===== src/rtl/req_page_splitter_pkg.sv =====
// Shared request types and widths for the page splitter and its neighbours.
package req_page_splitter_pkg;

  // Default log2 page size (4 KiB pages)
  localparam int PG_BITS_DEF    = 12;

  // Request field widths
  localparam int OPCODE_BITS    = 5;
  localparam int VADDR_BITS     = 48;
  localparam int LEN_BITS       = 28;
  localparam int PID_BITS       = 6;
  localparam int N_REGIONS_BITS = 1;
  localparam int DEST_BITS      = 4;
  localparam int STRM_BITS      = 2;
  localparam int OFFS_BITS      = 6;

  typedef struct packed {
    logic [OPCODE_BITS-1:0]    opcode;
    logic                      mode;
    logic                      rdma;
    logic                      remote;
    logic [VADDR_BITS-1:0]     vaddr;
    logic [LEN_BITS-1:0]       len;
    logic                      last;
    logic [PID_BITS-1:0]       pid;
    logic [N_REGIONS_BITS-1:0] vfid;
    logic [DEST_BITS-1:0]      dest;
    logic [STRM_BITS-1:0]      strm;
    logic                      host;
    logic                      actv;
    logic [OFFS_BITS-1:0]      offs;
  } req_t;

  // Everything in a request that is copied unchanged onto every chunk
  typedef struct packed {
    logic [OPCODE_BITS-1:0]    opcode;
    logic                      mode;
    logic                      rdma;
    logic                      remote;
    logic [PID_BITS-1:0]       pid;
    logic [N_REGIONS_BITS-1:0] vfid;
    logic [DEST_BITS-1:0]      dest;
    logic [STRM_BITS-1:0]      strm;
    logic                      host;
    logic                      actv;
    logic [OFFS_BITS-1:0]      offs;
  } hdr_t;

  function automatic hdr_t get_hdr(input req_t r);
    hdr_t h;
    h.opcode = r.opcode;
    h.mode   = r.mode;
    h.rdma   = r.rdma;
    h.remote = r.remote;
    h.pid    = r.pid;
    h.vfid   = r.vfid;
    h.dest   = r.dest;
    h.strm   = r.strm;
    h.host   = r.host;
    h.actv   = r.actv;
    h.offs   = r.offs;
    return h;
  endfunction

  function automatic req_t build_req(input hdr_t h,
                                     input logic [VADDR_BITS-1:0] vaddr,
                                     input logic [LEN_BITS-1:0] len,
                                     input logic last);
    req_t r;
    r.opcode = h.opcode;
    r.mode   = h.mode;
    r.rdma   = h.rdma;
    r.remote = h.remote;
    r.vaddr  = vaddr;
    r.len    = len;
    r.last   = last;
    r.pid    = h.pid;
    r.vfid   = h.vfid;
    r.dest   = h.dest;
    r.strm   = h.strm;
    r.host   = h.host;
    r.actv   = h.actv;
    r.offs   = h.offs;
    return r;
  endfunction

endpackage


===== src/rtl/req_page_splitter_if.sv =====
// Valid/ready request channel carrying one req_t per beat.
interface metaIntf;
  import req_page_splitter_pkg::*;

  logic valid;
  logic ready;
  req_t data;

  modport m (output valid, output data, input ready);
  modport s (input valid, input data, output ready);
endinterface


===== src/rtl/req_page_splitter_calc.sv =====
// Combinational chunk calculator: carves the next page-bounded piece off the
// remaining request and reports what is left over.
module req_page_calc
  import req_page_splitter_pkg::*;
#(
  parameter int PG_BITS = PG_BITS_DEF
) (
  input  logic [VADDR_BITS-1:0] cur_vaddr_i,
  input  logic [LEN_BITS-1:0]   rem_len_i,
  output logic [LEN_BITS-1:0]   o_len_o,
  output logic [LEN_BITS-1:0]   rem_len_nxt_o,
  output logic [VADDR_BITS-1:0] cur_vaddr_nxt_o,
  output logic                  is_final_o
);

  localparam logic [PG_BITS:0] PG_SIZE = {1'b1, {PG_BITS{1'b0}}};

  // Bytes from cur_vaddr to the next page boundary: 1..PG_SIZE
  logic [PG_BITS:0]   btb;
  logic [LEN_BITS-1:0] btb_ext;

  assign btb     = PG_SIZE - {1'b0, cur_vaddr_i[PG_BITS-1:0]};
  assign btb_ext = LEN_BITS'(btb);

  // Take the rest of the page, or everything left if it fits; the address
  // advance wraps silently at the top of the virtual address space
  always_comb begin
    o_len_o         = rem_len_i;
    rem_len_nxt_o   = '0;
    cur_vaddr_nxt_o = cur_vaddr_i;
    is_final_o      = 1'b1;
    if (rem_len_i > btb_ext) begin
      o_len_o         = btb_ext;
      rem_len_nxt_o   = rem_len_i - btb_ext;
      cur_vaddr_nxt_o = cur_vaddr_i + VADDR_BITS'(btb);
      is_final_o      = 1'b0;
    end
  end

endmodule


===== src/rtl/req_page_splitter.sv =====
// Splits each incoming request at page boundaries so every emitted request
// touches exactly one page. Handshake outputs are registered, so m_req.ready
// never reaches s_req.ready or m_req.data combinationally.
module req_page_splitter
  import req_page_splitter_pkg::*;
#(
  parameter int PG_BITS = PG_BITS_DEF
) (
  input  logic aclk,
  input  logic aresetn,
  metaIntf.s   s_req,
  metaIntf.m   m_req
);

  typedef enum logic [1:0] {
    ST_IDLE,
    ST_CALC,
    ST_SEND
  } state_t;

  state_t                state_q, state_d;
  logic                  ready_q, valid_q;
  hdr_t                  hdr_q, hdr_d;
  logic                  last_q, last_d;
  logic [LEN_BITS-1:0]   rem_len_q, rem_len_d;
  logic [VADDR_BITS-1:0] cur_vaddr_q, cur_vaddr_d;
  logic [VADDR_BITS-1:0] o_vaddr_q, o_vaddr_d;
  logic [LEN_BITS-1:0]   o_len_q, o_len_d;
  logic                  o_last_q, o_last_d;

  logic [LEN_BITS-1:0]   calc_len;
  logic [LEN_BITS-1:0]   calc_rem;
  logic [VADDR_BITS-1:0] calc_vaddr;
  logic                  calc_final;

  req_page_calc #(
    .PG_BITS (PG_BITS)
  ) u_calc (
    .cur_vaddr_i     (cur_vaddr_q),
    .rem_len_i       (rem_len_q),
    .o_len_o         (calc_len),
    .rem_len_nxt_o   (calc_rem),
    .cur_vaddr_nxt_o (calc_vaddr),
    .is_final_o      (calc_final)
  );

  // Next-state and datapath updates for accept / calculate / send
  always_comb begin
    state_d     = state_q;
    hdr_d       = hdr_q;
    last_d      = last_q;
    rem_len_d   = rem_len_q;
    cur_vaddr_d = cur_vaddr_q;
    o_vaddr_d   = o_vaddr_q;
    o_len_d     = o_len_q;
    o_last_d    = o_last_q;
    case (state_q)
      ST_IDLE: begin
        // ready_q is low for one cycle after reset release even in ST_IDLE
        if (s_req.valid && ready_q) begin
          hdr_d       = get_hdr(s_req.data);
          last_d      = s_req.data.last;
          rem_len_d   = s_req.data.len;
          cur_vaddr_d = s_req.data.vaddr;
          state_d     = ST_CALC;
        end
      end
      ST_CALC: begin
        o_vaddr_d   = cur_vaddr_q;
        o_len_d     = calc_len;
        o_last_d    = calc_final ? last_q : 1'b0;
        rem_len_d   = calc_rem;
        cur_vaddr_d = calc_vaddr;
        state_d     = ST_SEND;
      end
      ST_SEND: begin
        if (m_req.ready) begin
          state_d = (rem_len_q != '0) ? ST_CALC : ST_IDLE;
        end
      end
      default: state_d = ST_IDLE;
    endcase
  end

  // Control state and registered handshake flags, cleared asynchronously
  always_ff @(posedge aclk or negedge aresetn) begin
    if (!aresetn) begin
      state_q <= ST_IDLE;
      ready_q <= 1'b0;
      valid_q <= 1'b0;
    end else begin
      state_q <= state_d;
      ready_q <= (state_d == ST_IDLE);
      valid_q <= (state_d == ST_SEND);
    end
  end

  // Datapath registers need no reset; they are always written before use
  always_ff @(posedge aclk) begin
    hdr_q       <= hdr_d;
    last_q      <= last_d;
    rem_len_q   <= rem_len_d;
    cur_vaddr_q <= cur_vaddr_d;
    o_vaddr_q   <= o_vaddr_d;
    o_len_q     <= o_len_d;
    o_last_q    <= o_last_d;
  end

  assign s_req.ready = ready_q;
  assign m_req.valid = valid_q;
  assign m_req.data  = build_req(hdr_q, o_vaddr_q, o_len_q, o_last_q);

endmodule

===== src/flat_wrapper.sv =====
// flat-port wrapper written by rule: the top's interface ports become plain ports
module req_page_splitter_flat import req_page_splitter_pkg::*;
#(
  parameter int PG_BITS = PG_BITS_DEF
)
  (aclk, aresetn, s_req_valid, s_req_data, s_req_ready, m_req_valid, m_req_data, m_req_ready);
  metaIntf s_req_i ();
  metaIntf m_req_i ();
  input  logic aclk;
  input  logic aresetn;
  input wire logic [$bits(s_req_i.valid)-1:0] s_req_valid;
  input wire logic [$bits(s_req_i.data)-1:0] s_req_data;
  output wire logic [$bits(s_req_i.ready)-1:0] s_req_ready;
  output wire logic [$bits(m_req_i.valid)-1:0] m_req_valid;
  output wire logic [$bits(m_req_i.data)-1:0] m_req_data;
  input wire logic [$bits(m_req_i.ready)-1:0] m_req_ready;
  assign s_req_i.valid = s_req_valid;
  assign s_req_i.data = s_req_data;
  assign s_req_ready = s_req_i.ready;
  assign m_req_valid = m_req_i.valid;
  assign m_req_data = m_req_i.data;
  assign m_req_i.ready = m_req_ready;
  req_page_splitter #(.PG_BITS(PG_BITS)) u_core (.aclk(aclk), .aresetn(aresetn), .s_req(s_req_i), .m_req(m_req_i));
endmodule

===== config.mk =====
export PLATFORM = sky130hd
export DESIGN_NAME = req_page_splitter_flat
export DESIGN_NICKNAME = d
export VERILOG_FILES = /design/src/rtl/req_page_splitter_pkg.sv /design/src/rtl/req_page_splitter_if.sv /design/src/rtl/req_page_splitter_calc.sv /design/src/rtl/req_page_splitter.sv /design/src/flat_wrapper.sv
export SDC_FILE = /design/constraint.sdc
export NUM_CORES = 1
export LEC_CHECK = 0
export CELL_PAD_IN_SITES_DETAIL_PLACEMENT = 1
export CELL_PAD_IN_SITES_GLOBAL_PLACEMENT = 1
export CORE_MARGIN = 4
export CORE_UTILIZATION = 30
export CTS_BUF_LIST = sky130_fd_sc_hd__clkbuf_4 sky130_fd_sc_hd__clkbuf_8
export CTS_CLUSTER_DIAMETER = 200
export DETAILED_ROUTE_END_ITERATION = 7
export PLACE_DENSITY = 0.64
export SLEW_MARGIN = 20
export SYNTH_ARGS = -nofsm -noshare
export SYNTH_HDL_FRONTEND = slang
export SYNTH_HIERARCHICAL = 1
export SYNTH_SLANG_ARGS = --single-unit

===== constraint.sdc =====
create_clock -name aclk -period 10.2 [get_ports aclk]
set_input_delay 2.04 -clock aclk [delete_from_list [all_inputs] [get_ports aclk]]
set_output_delay 2.04 -clock aclk [all_outputs]
set_load 0.01 [all_outputs]

---- Yosys cells after proc, flatten, opt, wreduce, memory -nomap -nowiden ----
Index checks and enable logic that the tools add are counted.
storage, ports and cells
  flip-flop bits (word level) ............. 187
  input port bits ......................... 110
cells by class
  $add $sub $neg .......................... 3
  $lt $le $gt $ge ......................... 1
  eq/ne operators ......................... 5
  muxes and demuxes ....................... 11
  reduce and logical (&&, ||, !) cells .... 8
operators by type and width
  kind                                                                     count
  48-bit two-way mux                                                       2
  48-bit case mux with 2 select lines                                      1
  28-bit two-way mux                                                       2
  28-bit case mux with 2 select lines                                      1
  48-bit by 13-bit adder with 48-bit output                                1
  28-bit by 13-bit greater-than comparator with 1-bit output               1
  28-bit nonzero test                                                      1
  28-bit by 13-bit subtractor with 28-bit output                           1
  13-bit two-way mux                                                       1
  13-bit by 12-bit subtractor with 13-bit output, first input constant     1
  2-bit case mux with 3 select lines                                       1
  2-bit equality test, second input constant                               2
  2-bit zero test                                                          2
  2-bit two-way mux                                                        2
  2-bit AND reduction                                                      2
  3-bit AND reduction                                                      1
  2-bit by 1-bit equality test with 1-bit output, second input constant    1
  2-bit by 1-bit inequality test with 1-bit output, second input constant  1
  2-bit inequality test, second input constant                             1
  2-bit nonzero test                                                       1
  1-bit logical AND                                                        1
  1-bit two-way mux                                                        1

---- Logic depth before layout (Yosys ltp) ----
Gate-level depths: netlist of the first run.
  word-level depth ........................ 5
  gate-level depth with buffers ........... 18
  mapped depth without buffers ............ 17

---- Modules after synthesis ----
Netlist of the first run, hierarchy kept.
by module, submodules not included
  module             instances  cells an instance  area each (µm²)  sequential area each (µm²)
  req_page_splitter  1          294                6672.6           5595.4
  req_page_calc      1          494                3372.0           0.0

---- Least setup slack after synthesis of the first run ----
No wires, ideal clock.
  kind .................................... in2reg
  start ................................... input port s_req_valid
  end ..................................... register u_core.cur_vaddr_q[0], enable pin
  arrival ................................. 6.162 ns
  data required time ...................... 9.760 ns
  setup slack ............................. 3.598 ns
  stages on the path ...................... 3
  buffers on the path ..................... 0
  path through ............................ nand2_1 nor3_1 or2_1
between the ends
  longest elaborated chain between the ends .. 3
RTL lines
  item                                                               RTL line                  text
  from (decl)                                                        flat_wrapper.sv:11        input wire logic [$bits(s_req_i.valid)-1:0] s_req_valid;
  1-bit logical AND                                                  req_page_splitter.sv:60   if (s_req.valid && ready_q) begin
  2-bit by 1-bit inequality test with 1-bit output (no source line)  --
  3-bit AND reduction (no source line)                               --
  to (signal assigned)                                               req_page_splitter.sv:103  cur_vaddr_q <= cur_vaddr_d;
  to (decl)                                                          req_page_splitter.sv:26   logic [VADDR_BITS-1:0] cur_vaddr_q, cur_vaddr_d;
No other way between the ends.
A chain may end at the register's enable or synchronous reset.

---- Worst setup path after layout of the first run ----
  start ................................... register u_core.cur_vaddr_q[0]
  end ..................................... register u_core.cur_vaddr_q[34], data pin
between the ends
  longest elaborated chain between the ends .. 4
RTL lines
  item                                            RTL line                      text
  13-bit by 12-bit subtractor with 13-bit output  req_page_splitter_calc.sv:22  assign btb = PG_SIZE - {1'b0, cur_vaddr_i[PG_BITS-1:0]};
  48-bit by 13-bit adder with 48-bit output (*)   req_page_splitter_calc.sv:35  cur_vaddr_nxt_o = cur_vaddr_i + VADDR_BITS'(btb);
  48-bit two-way mux (*)                          req_page_splitter_calc.sv:32  if (rem_len_i > btb_ext) begin
  via u_core.calc_vaddr[34]                       req_page_splitter.sv:33       logic [VADDR_BITS-1:0] calc_vaddr;
  48-bit case mux with 2 select lines (*)         req_page_splitter.sv:57       case (state_q)
  via u_core.cur_vaddr_d[34]                      req_page_splitter.sv:26
The timed path passes the listed nets; every way through them passes the cells marked *. The select of a mux whose other input is x is not followed.

==> results of run 1 <==
-- layout make-up --
cell class | count | area (sq um)
multi-input cells | 542 | 4090
clock buffers | 22 | 278
repair buffers | 222 | 2220
inverters | 24 | 90.1
flip-flops and latches | 187 | 5600
well taps | 442 | 553
fillers | 3528 | 19800
clock inverters | 10 | 143
-- sequential cells by signal, summed over array words and instances, names as in the netlist --
signal	count
u_core/last_q	1
u_core/s_req.ready	1
u_core/cur_vaddr_q	48
u_core/m_req.data	29
u_core/rem_len_q	28
u_core/o_last_q	1
u_core/m_req.valid	1
u_core/o_len_q	28
u_core/state_q	2
u_core/o_vaddr_q	48
-- power by group through the flow --
stage | Sequential [mW] | Combinational (mW) | Clock (mW)
2_1_floorplan | 1.56 | 1.22 | 0
3_5_place_dp | 1.59 | 1.87 | 0
3_3_place_gp | 1.58 | 1.86 | 0
4_1_cts | 1.58 | 1.88 | 0.556
5_1_grt | 1.62 | 2.06 | 0.583
6_report | 1.57 | 1.86 | 0.530
-- metrics by stage --
stage	total power, mW	area (sq um)
final	3.96	13000
after global routing	4.26	13000
after CTS	4.01	13000
after detailed placement	3.47	12600
after global placement	3.44	12600
after floorplan	2.78	10100
-- worst min-delay path by stage --
| stage | cells after the start | end | start | slack, ns |
|---|---|---|---|---|
| floorplan | 0 | u_core/o_vaddr_q[41] | u_core/cur_vaddr_q[41] | 0.43 |
| global placement | 0 | u_core/o_vaddr_q[41] | u_core/cur_vaddr_q[41] | 0.45 |
| detailed placement | 0 | u_core/o_vaddr_q[47] | u_core/cur_vaddr_q[47] | 0.47 |
| CTS | 0 | u_core/o_vaddr_q[47] | u_core/cur_vaddr_q[47] | 0.49 |
| global route | 0 | u_core/o_vaddr_q[47] | u_core/cur_vaddr_q[47] | 0.50 |
| finish | 0 | u_core/o_vaddr_q[41] | u_core/cur_vaddr_q[41] | 0.48 |
-- kinds of logic (layout without fill, tap and decap cells) --
family                   Yosys count  after routing
buffers and inverters             73            278
adder cells (fa/ha/maj)           26             26
multiplexers                      90             90
other                              1             15
XOR/XNOR                          77             77
AND/OR/NAND/NOR                  246            246
AO/OA/AOI/OAI                     88             88
flip-flops                       187            187
-- synth_stat cells (2+ instances only) --
library cell | n | area share
a2111oi_0 | 2 | 0.0017
a211oi_1 | 4 | 0.0030
a21o_1 | 8 | 0.0060
a21oi_1 | 24 | 0.012
a221oi_1 | 2 | 0.0017
a31o_2 | 2 | 0.0017
a31oi_1 | 5 | 0.0031
and2_1 | 9 | 0.0056
and3_1 | 11 | 0.0069
and4_1 | 7 | 0.0061
buf_2 | 9 | 0.0045
buf_4 | 25 | 0.019
buf_6 | 6 | 0.0067
clkbuf_1 | 9 | 0.0034
dfrtp_1 | 4 | 0.010
edfxtp_1 | 183 | 0.55
ha_1 | 23 | 0.029
inv_1 | 23 | 0.0086
maj3_1 | 2 | 0.0020
mux2_2 | 85 | 0.095
mux2i_1 | 4 | 0.0040
nand2_1 | 41 | 0.015
nand2b_1 | 6 | 0.0037
nand3_1 | 26 | 0.013
nand4_1 | 13 | 0.0081
nor2_1 | 60 | 0.022
nor2b_1 | 3 | 0.0019
nor3_1 | 22 | 0.011
nor4_1 | 13 | 0.0081
nor4_2 | 2 | 0.0025
nor4b_2 | 5 | 0.0075
nor4bb_1 | 2 | 0.0020
o211ai_2 | 2 | 0.0025
o21ai_0 | 17 | 0.0085
o221ai_1 | 2 | 0.0017
o31ai_1 | 4 | 0.0030
or3_1 | 8 | 0.0050
or4_1 | 2 | 0.0015
or4_4 | 2 | 0.0022
xnor2_1 | 47 | 0.041
xor2_1 | 30 | 0.026
-- routing by layer --
layer	part of all wire	up-vias
met2	0.48	171
met3	0.048	17
met1	0.46	3428
li1	-	3326
met5	0.00044	-
met4	0.012	2
==> run_results.csv, run 1 <==
group,metric,value,unit
global_route,antenna_found_initial,1,
clock_tree,cts.sinks,187,
global_route,grt_pass1_wl,42.4,mm
logic_synthesis,synthMuxAreaShare,0.101,
pwr,clkPwrFrac,0.134,
sta,final-hold-violation-count,0,
worst_setup_path,arrival,6.03,ns
global_route,grt_busiest_layer,"met2",
pwr,ir_drop,153,uV
die,io_pins,218,
logic_synthesis,synth-seq-cells,187,
worst_setup_path,cpMaxStageDelayCell,"buf_4",
cells_and_area,fin_cells,1449,
die,row_count,66,
global_route,grt_max_degree,158,
place,place_congestion,0.816,
sta,slew_headroom,0.366,
logic_synthesis,synth_top_family_by_area,"simple AND/OR/NAND/NOR gates",
pwr,switching_share,0.389,
pwr,pwr_density_cell,305,nW/um^2
die,design.core.area,32800,sq um
logic_synthesis,yosys_warnings,6,
global_route,gr-usage-met3,0.0272,
worst_setup_path,critPathCaptureType,"flop",
drt,vias,6944,
sta,fin_setup_tns,0,ns
die,die_w,191,microns
sta,hold_ws,0.480,ns
drt,drc,0,
drt,via_per_inst,4.79,
place,dp_hpwl,20.1,mm
clock_tree,postCtsSetupBuffers,0,
logic_synthesis,synthFlopType,"edfxtp_1",
logic_synthesis,synth_compound_area_frac,0.0627,
worst_hold_path,hold_class,"reg2reg",
worst_setup_path,cp_max_fo,46,
sta,clock.fmax,172,MHz
logic_synthesis,ys_types,75,
place,dpl.cell_count,1417,
place,portBuffers,217,
die,initial_core_util,0.306,
cells_and_area,final_cell_mix,"clkdlybuf4s50_1 (217), edfxtp_1 (183), mux2_2 (85), nor2_1 (60), xnor2_1 (47)",
clock_tree,htreeDepth,4,
worst_setup_path,crit_family,"simple AND/OR/NAND/NOR gates",
logic_synthesis,yosysSeqAreaShare,0.557,
sta,skew,0.0231,ns
worst_setup_path,cp_cell_sequence,"inv_1 > ha_1 > or3b_4 > nor2_1 > nand2_1 > or3_1 > ha_1 > nor2b_1 > and4_1 > nand3_1 > a211oi_2 > nand2_2 > buf_4 > inv_2 > buf_4 > and4bb_2 > xor2_1 > mux2_2",
clock_tree,cts-buffers-inserted,17,
die,dieArea,36500,sq um
cells_and_area,layout_commonest_cell,"clkdlybuf4s50_1",
logic_synthesis,synthAdderAreaFrac,0.0326,
clock_tree,clock_latency,0.47,ns
worst_setup_path,start_kind,"flop",
worst_setup_path,critical_path.startpoint,"u_core/cur_vaddr_q[0]",
pwr,p_int,2.42,mW
drt,drt_iter0_drc,402,
pwr,leakagePower,4.49,nW
worst_setup_path,rrSetupSlack,4.38,ns
drt,dr.pass1.iters,4,
worst_setup_path,r2r_start,"u_core/cur_vaddr_q[0]",
cells_and_area,drive_above_1_share,0.154,
worst_setup_path,critPathRequiredTime,10.41,ns
logic_synthesis,synth_cells,788,
global_route,grt_overflow,0,
worst_setup_path,crit_end,"u_core/cur_vaddr_q[34]",
logic_synthesis,synth_xor_area_frac,0.0671,
pwr,power_frac_seq,0.396,
sta,min_period,5.82,ns
worst_setup_path,reg2regPathDepth,18,
worst_setup_path,cp_num_cells,18,
clock_tree,cts_root_buf,"clkbuf_8",
global_route,grt_pass1_vias,7313,
worst_setup_path,critical_path_buf_inv_count,4,
sta,timing.final.ws_setup,4.38,ns
sta,setup_viol,0,
drt,finalWirelength,27.5,mm
cells_and_area,diodes,0,
die,die_y,191,microns
pwr,p_switching,1.54,mW
clock_tree,ctsHoldBuffers,0,
global_route,track_usage,0.149,
worst_setup_path,regToRegEndpoint,"u_core/cur_vaddr_q[34]",
logic_synthesis,syn_area,10000,sq um
clock_tree,cts_buffer_depth,2,
logic_synthesis,synth_async_sr_flop_share,0.0214,
place,pre_cts_ws,4.36,ns
logic_synthesis,yosys.area_share.simple,0.137,
clock_tree,clkTransAtPathRegs,0.10,ns
cells_and_area,post-route-util,0.396,
run_status,status,"completed",
cells_and_area,area_growth,29.2,%
sta,rsz0062_at_grt,"false",
cells_and_area,nets,1128,
global_route,met2_usage,0.257,
clock_tree,cts_resized,0,
drt,antenna_left,0,
pwr,p_comb_frac,0.470,
sta,drv_slew,0,
sta,post-route-period-util,0.571,
worst_setup_path,cpPeakStageDelay,0.54,ns
clock_tree,cts_tree,"done",
global_route,grtUsageMet1,0.195,
logic_synthesis,avgSynthCellArea,12.7,sq um
logic_synthesis,synth_edf_count,183,
drt,post_drt_wl_per_cell,19.0,microns
worst_setup_path,path_class,"reg2reg",
run,maxCapViolations,0,
sta,tightest_slew,0.944,ns
Power figures use the tool's default switching activity.
==> inputs of run 2 (changes only) <==
==> constraint.sdc (replaced) <==
create_clock -name aclk -period 6 [get_ports aclk]
set_input_delay 1.2 -clock aclk [delete_from_list [all_inputs] [get_ports aclk]]
set_output_delay 1.2 -clock aclk [all_outputs]
set_load 0.01 [all_outputs]
==> run_results.csv, run 2 (synthesized netlist as in run 1, its figures left out) <==
group,metric,value,unit
die,io_pins,218,
place,portBuffers,217,
worst_setup_path,cp_max_fo,30,
cells_and_area,layout_commonest_cell,"clkdlybuf4s50_1",
clock_tree,htreeDepth,4,
clock_tree,cts_resized,0,
pwr,leakagePower,4.49,nW
clock_tree,cts_root_buf,"clkbuf_8",
cells_and_area,final_cell_mix,"clkdlybuf4s50_1 (217), edfxtp_1 (183), mux2_2 (85), nor2_1 (60), xnor2_1 (47)",
cells_and_area,drive_above_1_share,0.156,
die,design.core.area,32800,sq um
drt,via_per_inst,4.81,
worst_setup_path,rrSetupSlack,0.80,ns
worst_setup_path,reg2regPathDepth,17,
worst_setup_path,arrival,5.43,ns
drt,post_drt_wl_per_cell,19.2,microns
drt,antenna_left,0,
worst_hold_path,hold_end,"u_core/o_vaddr_q[41]",
pwr,power_frac_seq,0.401,
global_route,antenna_found_initial,1,
sta,skew,0.0194,ns
clock_tree,cts_buffer_depth,2,
global_route,grt_max_degree,72,
die,die_y,191,microns
global_route,grt_pass1_vias,7310,
cells_and_area,nets,1131,
sta,slew_headroom,0.318,
sta,fin_setup_tns,0,ns
clock_tree,ctsHoldBuffers,0,
worst_hold_path,min_from,"u_core/cur_vaddr_q[41]",
sta,setup_viol,0,
drt,finalWirelength,27.9,mm
worst_setup_path,regToRegEndpoint,"u_core/cur_vaddr_q[10]",
pwr,p_comb_frac,0.473,
drt,dr.pass1.iters,5,
worst_hold_path,holdPathStages,0,
clock_tree,cts-buffers-inserted,17,
die,initial_core_util,0.306,
sta,tightest_slew,1.02,ns
sta,final-hold-violation-count,0,
pwr,switching_share,0.394,
sta,post-route-period-util,0.867,
global_route,grt_overflow,0,
place,place_congestion,0.822,
sta,clock.fmax,192,MHz
pwr,p_switching,2.63,mW
drt,drc,0,
worst_setup_path,r2r_start,"u_core/cur_vaddr_q[0]",
sta,drv_slew,0,
cells_and_area,area_growth,29.0,%
place,dp_hpwl,20.6,mm
clock_tree,clkTransAtPathRegs,0.10,ns
drt,vias,6992,
clock_tree,cts.sinks,187,
sta,rsz0062_at_grt,"false",
die,die_w,191,microns
worst_setup_path,critPathCaptureType,"flop",
worst_setup_path,start_kind,"flop",
pwr,p_int,4.04,mW
run,maxCapViolations,0,
pwr,finalPower,6.67,mW
run_status,status,"completed",
pwr,pwr_density_cell,515,nW/um^2
pwr,clkPwrFrac,0.126,
clock_tree,cts_tree,"done",
global_route,track_usage,0.152,
worst_hold_path,hold_class,"reg2reg",
clock_tree,postCtsSetupBuffers,0,
pwr,ir_drop,218,uV
die,row_count,66,
die,dieArea,36500,sq um
drt,drt_iter0_drc,441,
worst_setup_path,critPathRequiredTime,6.23,ns
clock_tree,clock_latency,0.48,ns
global_route,grt_pass1_wl,43.0,mm
worst_setup_path,path_class,"reg2reg",
sta,min_period,5.20,ns
run 2: routing by layer:
| layer | part of all wire | up-vias | global-route usage |
|---|---|---|---|
| li1 | - | 3345 | - |
| met1 | 0.45 | 3454 | 0.199 |
| met2 | 0.49 | 171 | 0.255 |
| met3 | 0.053 | 20 | 0.0349 |
| met4 | 0.012 | 2 | 0.0384 |
| met5 | 0.00039 | - | 0 |
run 2: power by group through the flow:
stage / clock network (mW) / registers, mW / logic [mW]
final: 0.839 / 2.68 / 3.15
after global routing: 0.932 / 2.76 / 3.49
after CTS: 0.885 / 2.68 / 3.19
after detailed placement: 0 / 2.72 / 3.17
after global placement: 0 / 2.69 / 3.14
after floorplan: 0 / 2.65 / 2.07
run 2: critical path: stages (launching register included):
cell and delay (ns):
edfxtp_1 0.53, inv_1 0.22, ha_1 0.31, or3b_4 0.45, nor2_1 0.19, nand2_1 0.13
or3_1 0.38, ha_1 0.28, or4_1 0.48, a21oi_1 0.14, o21ai_1 0.14, a211oi_2 0.29
nand2_2 0.09, inv_2 0.42, buf_12 0.27, a211oi_1 0.06, a2111o_1 0.30, mux2_2 0.27
run 2: metrics by stage:
step | hold WS [ns] | instances | area [sq um] | worst slack [ns] | util
6_report | 0.474 | 1453 | 13000 | 0.799 | 0.395
4_1_cts | 0.479 | 1452 | 13000 | 0.758 | 0.395
5_1_grt | 0.501 | 1452 | 13000 | 0.343 | 0.395
2_1_floorplan | 0.426 | 802 | 10100 | 0.238 | -
3_3_place_gp | 0.439 | 1420 | 12600 | 1.01 | 0.384
3_5_place_dp | 0.452 | 1420 | 12600 | 0.805 | 0.384
run 2: worst max path at each step:
stage | from | endpoint | slack (ns) | depth (start not counted)
after floorplan | s_req_valid | u_core/cur_vaddr_q[0] | 0.24 | 3
after global placement | u_core/cur_vaddr_q[0] | u_core/cur_vaddr_q[10] | 1.01 | 17
after detailed placement | u_core/cur_vaddr_q[0] | u_core/cur_vaddr_q[10] | 0.81 | 17
after CTS | u_core/cur_vaddr_q[0] | u_core/cur_vaddr_q[10] | 0.76 | 17
after global routing | u_core/cur_vaddr_q[0] | u_core/cur_vaddr_q[10] | 0.34 | 17
final | u_core/cur_vaddr_q[0] | u_core/cur_vaddr_q[10] | 0.80 | 17
run 2: final cells by class:
| cell class | instances | area (sq um) |
|---|---|---|
| multi-input cells | 542 | 4090 |
| diodes | 1 | 2.50 |
| clock inverters | 9 | 90.1 |
| well taps | 442 | 553 |
| clock buffers | 23 | 292 |
| fillers | 3521 | 19800 |
| repair buffers | 225 | 2240 |
| flip-flops and latches | 187 | 5600 |
| inverters | 24 | 90.1 |
==> inputs of run 3 (changes only) <==
--- a/config.mk
+++ b/config.mk
@@ -9,8 +9,6 @@
 export CELL_PAD_IN_SITES_GLOBAL_PLACEMENT = 1
 export CORE_MARGIN = 4
 export CORE_UTILIZATION = 30
-export CTS_BUF_LIST = sky130_fd_sc_hd__clkbuf_4 sky130_fd_sc_hd__clkbuf_8
-export CTS_CLUSTER_DIAMETER = 200
 export DETAILED_ROUTE_END_ITERATION = 7
 export PLACE_DENSITY = 0.64
 export SLEW_MARGIN = 20
==> constraint.sdc (replaced) <==
create_clock -name aclk -period 6.1 [get_ports aclk]
set_input_delay 1.22 -clock aclk [delete_from_list [all_inputs] [get_ports aclk]]
set_output_delay 1.22 -clock aclk [all_outputs]
set_load 0.01 [all_outputs]
==> run_results.csv, run 3 (synthesized netlist as in run 1, its figures left out) <==
group,metric,value,unit
run_status,status,"completed",
clock_tree,ctsHoldBuffers,0,
pwr,power_frac_seq,0.385,
global_route,grt_overflow,0,
sta,fin_setup_tns,0,ns
worst_setup_path,cp_cell_sequence,"inv_1 > ha_1 > or3b_4 > nor2_1 > nand2_1 > or3_1 > ha_1 > nor2b_1 > and4_1 > nand3_1 > a211oi_2 > nand2_2 > inv_2 > buf_4 > and4bb_2 > xor2_1 > mux2_2",
clock_tree,cts.sinks,187,
sta,timing.final.ws_setup,0.922,ns
global_route,grt_max_degree,65,
run,maxCapViolations,0,
global_route,grt_pass1_wl,42.4,mm
sta,hold_ws,0.467,ns
die,design.core.area,32800,sq um
global_route,track_usage,0.151,
worst_setup_path,crit_family,"simple AND/OR/NAND/NOR gates",
drt,dr.pass1.iters,4,
clock_tree,cts-buffers-inserted,17,
worst_setup_path,cpPeakStageDelay,0.51,ns
sta,final-hold-violation-count,0,
place,dpl-instance-area,12600,sq um
drt,drt_iter0_drc,397,
place,dp_hpwl,20.5,mm
cells_and_area,final_cell_mix,"clkdlybuf4s50_1 (217), edfxtp_1 (183), mux2_2 (85), nor2_1 (60), xnor2_1 (47)",
drt,post_drt_wl_per_cell,19.0,microns
sta,min_period,5.18,ns
cells_and_area,fin_cells,1453,
cells_and_area,layout_commonest_cell,"clkdlybuf4s50_1",
worst_hold_path,hold_class,"reg2reg",
worst_setup_path,cpMaxStageDelayCell,"edfxtp_1",
drt,finalWirelength,27.6,mm
sta,setup_viol,0,
drt,drc,0,
place,dpl.cell_count,1420,
die,row_count,66,
sta,tightest_slew,0.938,ns
clock_tree,postCtsSetupBuffers,0,
pwr,p_comb_frac,0.452,
worst_setup_path,critPathRequiredTime,6.30,ns
clock_tree,htreeDepth,4,
die,io_pins,218,
sta,slew_headroom,0.374,
pwr,leakagePower,4.57,nW
die,dieArea,36500,sq um
cells_and_area,final_area,13200,sq um
worst_setup_path,arrival,5.38,ns
pwr,switching_share,0.388,
clock_tree,cts_buffer_depth,2,
sta,drv_slew,0,
clock_tree,cts_tree,"done",
worst_setup_path,critPathCaptureType,"flop",
global_route,grt_pass1_vias,7305,
pwr,ir_drop,218,uV
worst_setup_path,start_kind,"flop",
drt,via_per_inst,4.80,
place,pre_cts_ws,0.917,ns
pwr,clkPwrFrac,0.164,
worst_setup_path,cp_max_fo,19,
pwr,pwr_density_cell,520,nW/um^2
worst_setup_path,path_class,"reg2reg",
global_route,antenna_found_initial,2,
pwr,finalPower,6.85,mW
drt,antenna_left,0,
pwr,p_int,4.19,mW
cells_and_area,post-route-util,0.401,
sta,post-route-period-util,0.849,
die,die_y,191,microns
clock_tree,clkTransAtPathRegs,0.07,ns
sta,rsz0062_at_grt,"false",
worst_setup_path,critical_path_buf_inv_count,3,
place,portBuffers,217,
die,die_w,191,microns
clock_tree,cts_root_buf,"clkbuf_16",
sta,skew,0.0114,ns
cells_and_area,area_growth,31.0,%
pwr,p_switching,2.66,mW
cells_and_area,drive_above_1_share,0.157,
sta,clock.fmax,193,MHz
clock_tree,clock_latency,0.45,ns
cells_and_area,nets,1131,
worst_setup_path,cp_common_cell,"ha_1",
clock_tree,cts_resized,0,
die,initial_core_util,0.306,
place,place_congestion,0.838,
drt,vias,6974,
[run 3: changes by cell type in the layout (fill, tap and decap cells not counted), moves of 2 or more]
cell        previous run  this run
clkbuf_8              19         0
clkbuf_16              0        17
clkinv_4               2         5
clkbuf_4               4         0
clkinvlp_4             1         3
clkinv_2               3         0
inv_8                  1         3
[run 3: power groups by stage]
stage	Combinational [mW]	Clock (mW)	Sequential, mW
final	3.09	1.12	2.63
after global routing	3.41	1.22	2.71
after CTS	3.13	1.16	2.64
after detailed placement	3.11	0	2.67
after global placement	3.08	0	2.65
after floorplan	2.04	0	2.60
[run 3: routing by layer]
layer | routed length (microns) | GRT usage | vias up | part of all wire
li1 | - | - | 3346 | -
met3 | 1470 | 0.0332 | 24 | 0.053
met5 | 11 | 0 | - | 0.00040
met1 | 12300 | 0.195 | 3425 | 0.45
met2 | 13400 | 0.253 | 177 | 0.49
met4 | 412 | 0.0456 | 2 | 0.015
[run 3: worst paths after layout]
kind                                         from                     end  slack, ns  cells after the start
hold reg to reg            u_core/cur_vaddr_q[41]    u_core/o_vaddr_q[41]       0.47                      0
min in group asynchronous                 aresetn      u_core/s_req.ready       0.99                      1
max in group asynchronous                 aresetn      u_core/m_req.valid       4.91                      1
hold / removal             u_core/cur_vaddr_q[41]    u_core/o_vaddr_q[41]       0.47                      0
setup reg to reg            u_core/cur_vaddr_q[0]  u_core/cur_vaddr_q[34]       0.92                     17
setup / recovery            u_core/cur_vaddr_q[0]  u_core/cur_vaddr_q[34]       0.92                     17
[run 3: worst reg2reg max path, stage by stage, from the launching register on]
cell,delay (ns)
edfxtp_1,0.51
inv_1,0.22
ha_1,0.31
or3b_4,0.45
nor2_1,0.21
nand2_1,0.13
or3_1,0.39
ha_1,0.45
nor2b_1,0.25
and4_1,0.25
nand3_1,0.11
a211oi_2,0.26
nand2_2,0.09
inv_2,0.31
buf_4,0.33
and4bb_2,0.27
xor2_1,0.13
mux2_2,0.27
[run 3: final cells by class]
cell class	count	area [sq um]
fill	3507	19600
sequential	187	5600
multi-input combinational	542	4100
timing repair buffer	225	2230
tap	442	553
clock buffer	17	425
clock inverter	15	164
inverter	24	90.1
antenna	1	2.50
